**config.mk**
```make
export PLATFORM = sky130hd
export DESIGN_NAME = fft_stage_sequencer_flat
export DESIGN_NICKNAME = d
export VERILOG_FILES = /design/src/rtl/fft_pkg.sv /design/src/rtl/fft_stage_sequencer_if.sv /design/src/rtl/fft_stage_sequencer.sv /design/src/flat_wrapper.sv
export SDC_FILE = /design/constraint.sdc
export NUM_CORES = 1
export LEC_CHECK = 0
export ABC_AREA = 1
export CAP_MARGIN = 30
export CORE_MARGIN = 3
export CORE_UTILIZATION = 39
export CTS_BUF_LIST = sky130_fd_sc_hd__clkbuf_16
export DETAILED_ROUTE_END_ITERATION = 6
export PLACE_DENSITY_LB_ADDON = 0.12
export SLEW_MARGIN = 20
export SYNTH_ARGS = -nofsm -noshare
export SYNTH_HDL_FRONTEND = slang
export SYNTH_SLANG_ARGS = --single-unit
```
**constraint.sdc**
```tcl
create_clock -name clk -period 4.5 [get_ports clk]
set_input_delay 0.675 -clock clk [delete_from_list [all_inputs] [get_ports clk]]
set_output_delay 0.675 -clock clk [all_outputs]
set_load 0.01 [all_outputs]
```
**src/rtl/fft_pkg.sv**
```systemverilog
// rtl/fft_pkg.sv - shared types and default constants for the FFT stage sequencer
//
// Contents:
//   fft_seq_state_t     sequencer state encoding {IDLE, RUN, DRAIN, DONE}
//   FFT_N_DEF           default log2 transform length
//   STAGE_COUNT_BW_DEF  default width of the stage counter
//   PIPE_LAT_DEF        default butterfly/write-back drain gap between stages
//   WD_MARGIN           extra RUN cycles tolerated beyond one stage's butterfly count
//   butterflies()       butterflies per stage for a given FFT_N
package fft_pkg;

  typedef enum logic [1:0] {
    IDLE  = 2'd0,
    RUN   = 2'd1,
    DRAIN = 2'd2,
    DONE  = 2'd3
  } fft_seq_state_t;

  localparam int FFT_N_DEF          = 10;
  localparam int STAGE_COUNT_BW_DEF = 4;
  localparam int PIPE_LAT_DEF       = 4;
  localparam int WD_MARGIN          = 4;

  // Each radix-2 stage processes 2^(fft_n-1) butterflies.
  function automatic int butterflies(input int fft_n);
    return 1 << (fft_n - 1);
  endfunction

endpackage

```
**src/rtl/fft_stage_sequencer_if.sv**
```systemverilog
// rtl/fft_stage_sequencer_if.sv - sequencer <-> address generator handshake bundle
//
// Signals:
//   agen_run     run request to the address generator (sequencer drives)
//   agen_done    address generator finished the stage, level (agen drives)
//   stage_count  current FFT stage, 0..FFT_N-1 (sequencer drives)
//   bank_sel     ping-pong read bank; write bank is its inverse (sequencer drives)
// Modports:
//   master  the sequencer side
//   slave   the address generator side
interface fft_stage_sequencer_if #(
  parameter int STAGE_COUNT_BW = 4
);

  logic                      agen_run;
  logic                      agen_done;
  logic [STAGE_COUNT_BW-1:0] stage_count;
  logic                      bank_sel;

  modport master (
    output agen_run,
    output stage_count,
    output bank_sel,
    input  agen_done
  );

  modport slave (
    input  agen_run,
    input  stage_count,
    input  bank_sel,
    output agen_done
  );

endinterface

```
**src/rtl/fft_stage_sequencer.sv**
```systemverilog
// rtl/fft_stage_sequencer.sv - walks an in-place radix-2 FFT through its stages
//
// Purpose:
//   On an accepted start, runs the address generator once per stage, leaves a
//   PIPE_LAT-cycle drain gap between stages, flips the ping-pong bank each stage
//   and pulses fft_done after the last stage drains. A watchdog aborts a stage
//   whose agen_done never arrives and latches timeout_err.
//
// Ports:
//   clk          clock
//   reset        synchronous, active-high
//   start        single-cycle request, honoured only in IDLE
//   abort        synchronous return to IDLE from any state (highest priority)
//   busy         high from the cycle after an accepted start through DONE
//   fft_done     one-cycle pulse when the last stage has drained
//   timeout_err  sticky; cleared by reset or an accepted start
//   agen         master side of the address generator handshake
//
// All outputs are registered.
module fft_stage_sequencer
  import fft_pkg::*;
#(
  parameter int FFT_N          = FFT_N_DEF,
  parameter int STAGE_COUNT_BW = STAGE_COUNT_BW_DEF,
  parameter int PIPE_LAT       = PIPE_LAT_DEF
) (
  input  logic                  clk,
  input  logic                  reset,
  input  logic                  start,
  input  logic                  abort,
  output logic                  busy,
  output logic                  fft_done,
  output logic                  timeout_err,
  fft_stage_sequencer_if.master agen
);

  localparam int DRAIN_W  = $clog2(PIPE_LAT + 1);
  localparam int WD_W     = FFT_N + 1;
  localparam int WD_LIMIT = butterflies(FFT_N) + WD_MARGIN;

  localparam logic [STAGE_COUNT_BW-1:0] LAST_STAGE = STAGE_COUNT_BW'(FFT_N - 1);
  localparam logic [DRAIN_W-1:0]        DRAIN_LOAD = DRAIN_W'(PIPE_LAT - 1);
  // The counter holds the number of RUN cycles already completed, so the stage
  // trips at the end of the cycle that brings it to WD_LIMIT.
  localparam logic [WD_W-1:0]           WD_TRIP    = WD_W'(WD_LIMIT - 1);

  fft_seq_state_t            state_q;
  logic                      busy_q;
  logic                      fft_done_q;
  logic                      timeout_err_q;
  logic                      agen_run_q;
  logic                      bank_sel_q;
  logic [STAGE_COUNT_BW-1:0] stage_q;
  logic [STAGE_COUNT_BW-1:0] stage_d;
  logic [DRAIN_W-1:0]        drain_q;
  logic [DRAIN_W-1:0]        drain_d;
  logic [WD_W-1:0]           wd_q;
  logic [WD_W-1:0]           wd_d;

  always_comb begin
    stage_d = stage_q + STAGE_COUNT_BW'(1);
    drain_d = drain_q - DRAIN_W'(1);
    // Saturate so a long stall can never wrap back below the trip point.
    wd_d    = (wd_q == {WD_W{1'b1}}) ? wd_q : wd_q + WD_W'(1);
  end

  always_ff @(posedge clk) begin
    if (reset) begin
      state_q       <= IDLE;
      busy_q        <= 1'b0;
      fft_done_q    <= 1'b0;
      timeout_err_q <= 1'b0;
      agen_run_q    <= 1'b0;
      bank_sel_q    <= 1'b0;
      stage_q       <= '0;
      drain_q       <= '0;
      wd_q          <= '0;
    end else if (abort) begin
      // timeout_err is deliberately left alone: it only clears on a new start.
      state_q    <= IDLE;
      busy_q     <= 1'b0;
      fft_done_q <= 1'b0;
      agen_run_q <= 1'b0;
      bank_sel_q <= 1'b0;
      stage_q    <= '0;
      drain_q    <= '0;
      wd_q       <= '0;
    end else begin
      case (state_q)
        IDLE: begin
          fft_done_q <= 1'b0;
          if (start) begin
            state_q       <= RUN;
            busy_q        <= 1'b1;
            agen_run_q    <= 1'b1;
            timeout_err_q <= 1'b0;
            stage_q       <= '0;
            bank_sel_q    <= 1'b0;
            wd_q          <= '0;
          end
        end

        RUN: begin
          if (agen.agen_done) begin
            // Dropping run here makes it low from the first DRAIN cycle, which
            // also lets the address generator clear its counter for the next stage.
            state_q    <= DRAIN;
            agen_run_q <= 1'b0;
            drain_q    <= DRAIN_LOAD;
          end else if (wd_q == WD_TRIP) begin
            state_q       <= IDLE;
            busy_q        <= 1'b0;
            agen_run_q    <= 1'b0;
            timeout_err_q <= 1'b1;
            stage_q       <= '0;
            bank_sel_q    <= 1'b0;
            wd_q          <= '0;
          end else begin
            wd_q <= wd_d;
          end
        end

        DRAIN: begin
          if (drain_q == '0) begin
            if (stage_q == LAST_STAGE) begin
              state_q    <= DONE;
              fft_done_q <= 1'b1;
            end else begin
              state_q    <= RUN;
              agen_run_q <= 1'b1;
              stage_q    <= stage_d;
              bank_sel_q <= ~bank_sel_q;
              wd_q       <= '0;
            end
          end else begin
            drain_q <= drain_d;
          end
        end

        DONE: begin
          // start is not looked at here; a request in the DONE cycle is dropped.
          state_q    <= IDLE;
          busy_q     <= 1'b0;
          fft_done_q <= 1'b0;
          stage_q    <= '0;
          bank_sel_q <= 1'b0;
        end

        default: begin
          state_q    <= IDLE;
          busy_q     <= 1'b0;
          fft_done_q <= 1'b0;
          agen_run_q <= 1'b0;
          stage_q    <= '0;
          bank_sel_q <= 1'b0;
        end
      endcase
    end
  end

  assign busy             = busy_q;
  assign fft_done         = fft_done_q;
  assign timeout_err      = timeout_err_q;
  assign agen.agen_run    = agen_run_q;
  assign agen.stage_count = stage_q;
  assign agen.bank_sel    = bank_sel_q;

endmodule

```
**src/flat_wrapper.sv**
```systemverilog
// flat-port wrapper written by rule: the top's interface ports become plain ports
module fft_stage_sequencer_flat import fft_pkg::*;
#(
  parameter int FFT_N          = FFT_N_DEF,
  parameter int STAGE_COUNT_BW = STAGE_COUNT_BW_DEF,
  parameter int PIPE_LAT       = PIPE_LAT_DEF
)
  (clk, reset, start, abort, busy, fft_done, timeout_err, agen_agen_run, agen_stage_count, agen_bank_sel, agen_agen_done);
  fft_stage_sequencer_if #(.STAGE_COUNT_BW(STAGE_COUNT_BW)) agen_i ();
  input  logic clk;
  input  logic reset;
  input  logic start;
  input  logic abort;
  output logic busy;
  output logic fft_done;
  output logic timeout_err;
  output wire logic [$bits(agen_i.agen_run)-1:0] agen_agen_run;
  output wire logic [$bits(agen_i.stage_count)-1:0] agen_stage_count;
  output wire logic [$bits(agen_i.bank_sel)-1:0] agen_bank_sel;
  input wire logic [$bits(agen_i.agen_done)-1:0] agen_agen_done;
  assign agen_agen_run = agen_i.agen_run;
  assign agen_stage_count = agen_i.stage_count;
  assign agen_bank_sel = agen_i.bank_sel;
  assign agen_i.agen_done = agen_agen_done;
  fft_stage_sequencer #(.FFT_N(FFT_N), .STAGE_COUNT_BW(STAGE_COUNT_BW), .PIPE_LAT(PIPE_LAT)) u_core (.clk(clk), .reset(reset), .start(start), .abort(abort), .busy(busy), .fft_done(fft_done), .timeout_err(timeout_err), .agen(agen_i));
endmodule
```
==> flow_summary.yaml <==
floorplanning:
  rows: 23
  pin_count: 14
  die_h_um: 71.67
  die_area_mm2: 0.005136
  die_w_um: 71.67
  coreArea_mm2: 0.004086
  start_util_pct: 41.15
clock_network:
  cts_made_buffers: 3
  clk_pin_slew_worst_paths_ns: 0.06
  tritoncts: "yes"
  cts.sinks: 25
  h-tree-depth: 1
  post_cts_buffers: 0
  max-clock-path-buffers: 2
  clockRootBuffer: "clkbuf_16"
  post_cts_resize_count: 0
  clock_latency_ns: 0.26
  ctsHoldBuffers: 0
logic_synthesis:
  synth_top_area_share_pct: 29.76
  ys_warn_count: 0
  synth-seq-cells: 25
  yosysMostFrequentCell: "nand2_1"
  syn_nets: 266
  synth_top_area_cell: "dfxtp_1"
  synthTopCellsByArea: "dfxtp_1 (30%), nand2_1 (13%), nor2_1 (7.6%)"
  netlist_top_cells_count: "nand2_1 (59), nor2_1 (34), dfxtp_1 (25), inv_1 (24), nand3_1 (23)"
  seq_area_frac_synth_pct: 29.76
  synth_edf_count: 0
  async_flop_share_pct: 0
  synthCells: 251
  synth_area_mm2: 0.001682
  yosysUniqueCellTypes: 30
  synth_ff_type: "dfxtp_1"
  avgSynthCellArea_um2: 6.700
critical_path:
  critPathLaunch: "abort"
  critical_path_class: "input pin to register"
  endpoint_kind: "register"
  startpoint_type: "input pin"
  crit_required_ns: 4.68
  cp.arrival_ns: 2.21
  cp_max_fo: 15
  reg2reg_from: "u_core.state_q[1]"
grt:
  busiest_layer: "met2"
  grt_overflow: 0
  grt_max_degree: 16
  use_met3_pct: 1.823
  grt.met2_usage_pct: 26.12
  first_global_vias: 1468
  grt_pass1_wl_mm: 6.679
  antenna_found_initial: 0
  use_met1_pct: 21.75
  grt.total_usage_pct: 15.91
sta:
  fmax_mhz: 491.0
  worst_pin_slew_ns: 0.5432
  finClkSkew_ns: 0.002462
  report.final.hold_viol_count: 0
  slew-limit-headroom_pct: 63.65
  setup-tns-final_ns: 0
  finalCritPeriodShare_pct: 45.26
  rsz0062_at_grt: "no"
  setup_viol: 0
  holdWs_ns: 0.4656
  maxSlewViolCount: 0
  final.min_clock_period_ns: 2.036
place:
  gp_congestion: 0.8396
  port_buffers: 13
  dp_hpwl_mm: 2.869
detailed_routing:
  drc: 0
  wirelength_mm: 3.737
  vias: 1560
  wire_per_inst_um: 11.98
  ant_nets: 0
  dr.pass1.iters: 4
  drtIter0Drc: 80
  via_per_inst: 5.000
layout:
  nets: 278
  drive_above_1_share_pct: 8.397
  syn_to_final_growth_pct: 14.06
  antenna_cells: 0
power:
  powerDensity_mw_per_mm2: 261.9
  p_leak_nw: 0.7033
  vdd_drop_max_mv: 0.1504
status:
  status: "completed"
worst_hold_path:
  min-delay-path-class: "register to register"
  min_from: "u_core.agen.agen_run"
run:
  cap_violations: 0
-- kinds of logic after synthesis --
| kind of cell | share of synthesized area (%) |
|---|---|
| fa+ha+maj | 7.440 |
| simple gates | 40.63 |
| xor+xnor | 2.083 |
| flops | 29.76 |
| compound gates | 11.98 |
| buf+inv | 8.110 |
-- area by class of cell --
class,count,area (um^2)
Sequential cell,25,500.5
Timing Repair Buffer,13,130.1
Inverter,27,101.3
Multi-Input combinational cell,193,1045
Clock buffer,3,75.07
Clock inverter,1,3.754
Fill cell,443,2168
Tap cell,50,62.56
-- final timing paths --
kind / end / slack (ns) / depth (start not counted)
worst min-delay path: u_core.agen.agen_run / 0.47 / 2
worst max-delay path: u_core.state_q[1] / 2.46 / 4
worst max register to register: u_core.wd_q[0] / 2.52 / 9
worst min register to register: u_core.agen.agen_run / 0.47 / 2
-- flip-flops by register name, summed over array words and instances, names as in the netlist --
register and cells:
u_core.timeout_err 1, u_core.agen.bank_sel 1, u_core.busy 1, u_core.agen.stage_count 4, u_core.drain_q 3, u_core.agen.agen_run 1, u_core.fft_done 1, u_core.wd_q 11
u_core.state_q 2
-- metal layers --
| metal | vias up | part of all wire, % |
|---|---|---|
| met4 | 0 | 1.3 |
| met3 | 6 | 1.7 |
| li1 | 835 | - |
| met2 | 24 | 47 |
| met1 | 695 | 50 |
| met5 | - | 0 |
-- report_power, final --
group	internal (W)	switching [W]	total (W)
sequential	0.000226	0.00000368	0.000230
combinational	0.0000285	0.0000502	0.0000787
clock	0.000119	0.0000748	0.000194
total	0.000374	0.000129	0.000502
-- critical path, stage by stage --
cell and delay (ns):
clkdlybuf4s50_1 0.43, nor2_1 0.45, inv_1 0.41, nor3_1 0.25
-- cells in the final DEF, fill, tap and decap left out, types with 5 or more instances in the layout --
cell,instances
nand3_1,23
nand2_1,59
ha_1,10
nor2_1,34
nor3_1,8
clkdlybuf4s50_1,13
dfxtp_1,25
inv_1,25
o21ai_0,5
a21oi_1,21
-- metrics by stage --
| stage | total power, W | utilization (%) | setup slack (ns) | cell area (um^2) | cells |
|---|---|---|---|---|---|
| finish | 0.0005023 | 46.94 | 2.464 | 1918 | 312 |
| detailed placement | 0.0003134 | 45.01 | 2.161 | 1839 | 308 |
| CTS | 0.0005088 | 46.94 | 2.417 | 1918 | 312 |
| global route | 0.0005272 | 46.94 | 2.342 | 1918 | 312 |
| floorplan | 0.0002906 | - | 2.834 | 1682 | 251 |
| global placement | 0.0003137 | 45.01 | 2.171 | 1839 | 308 |
Power figures use the tool's default switching activity.
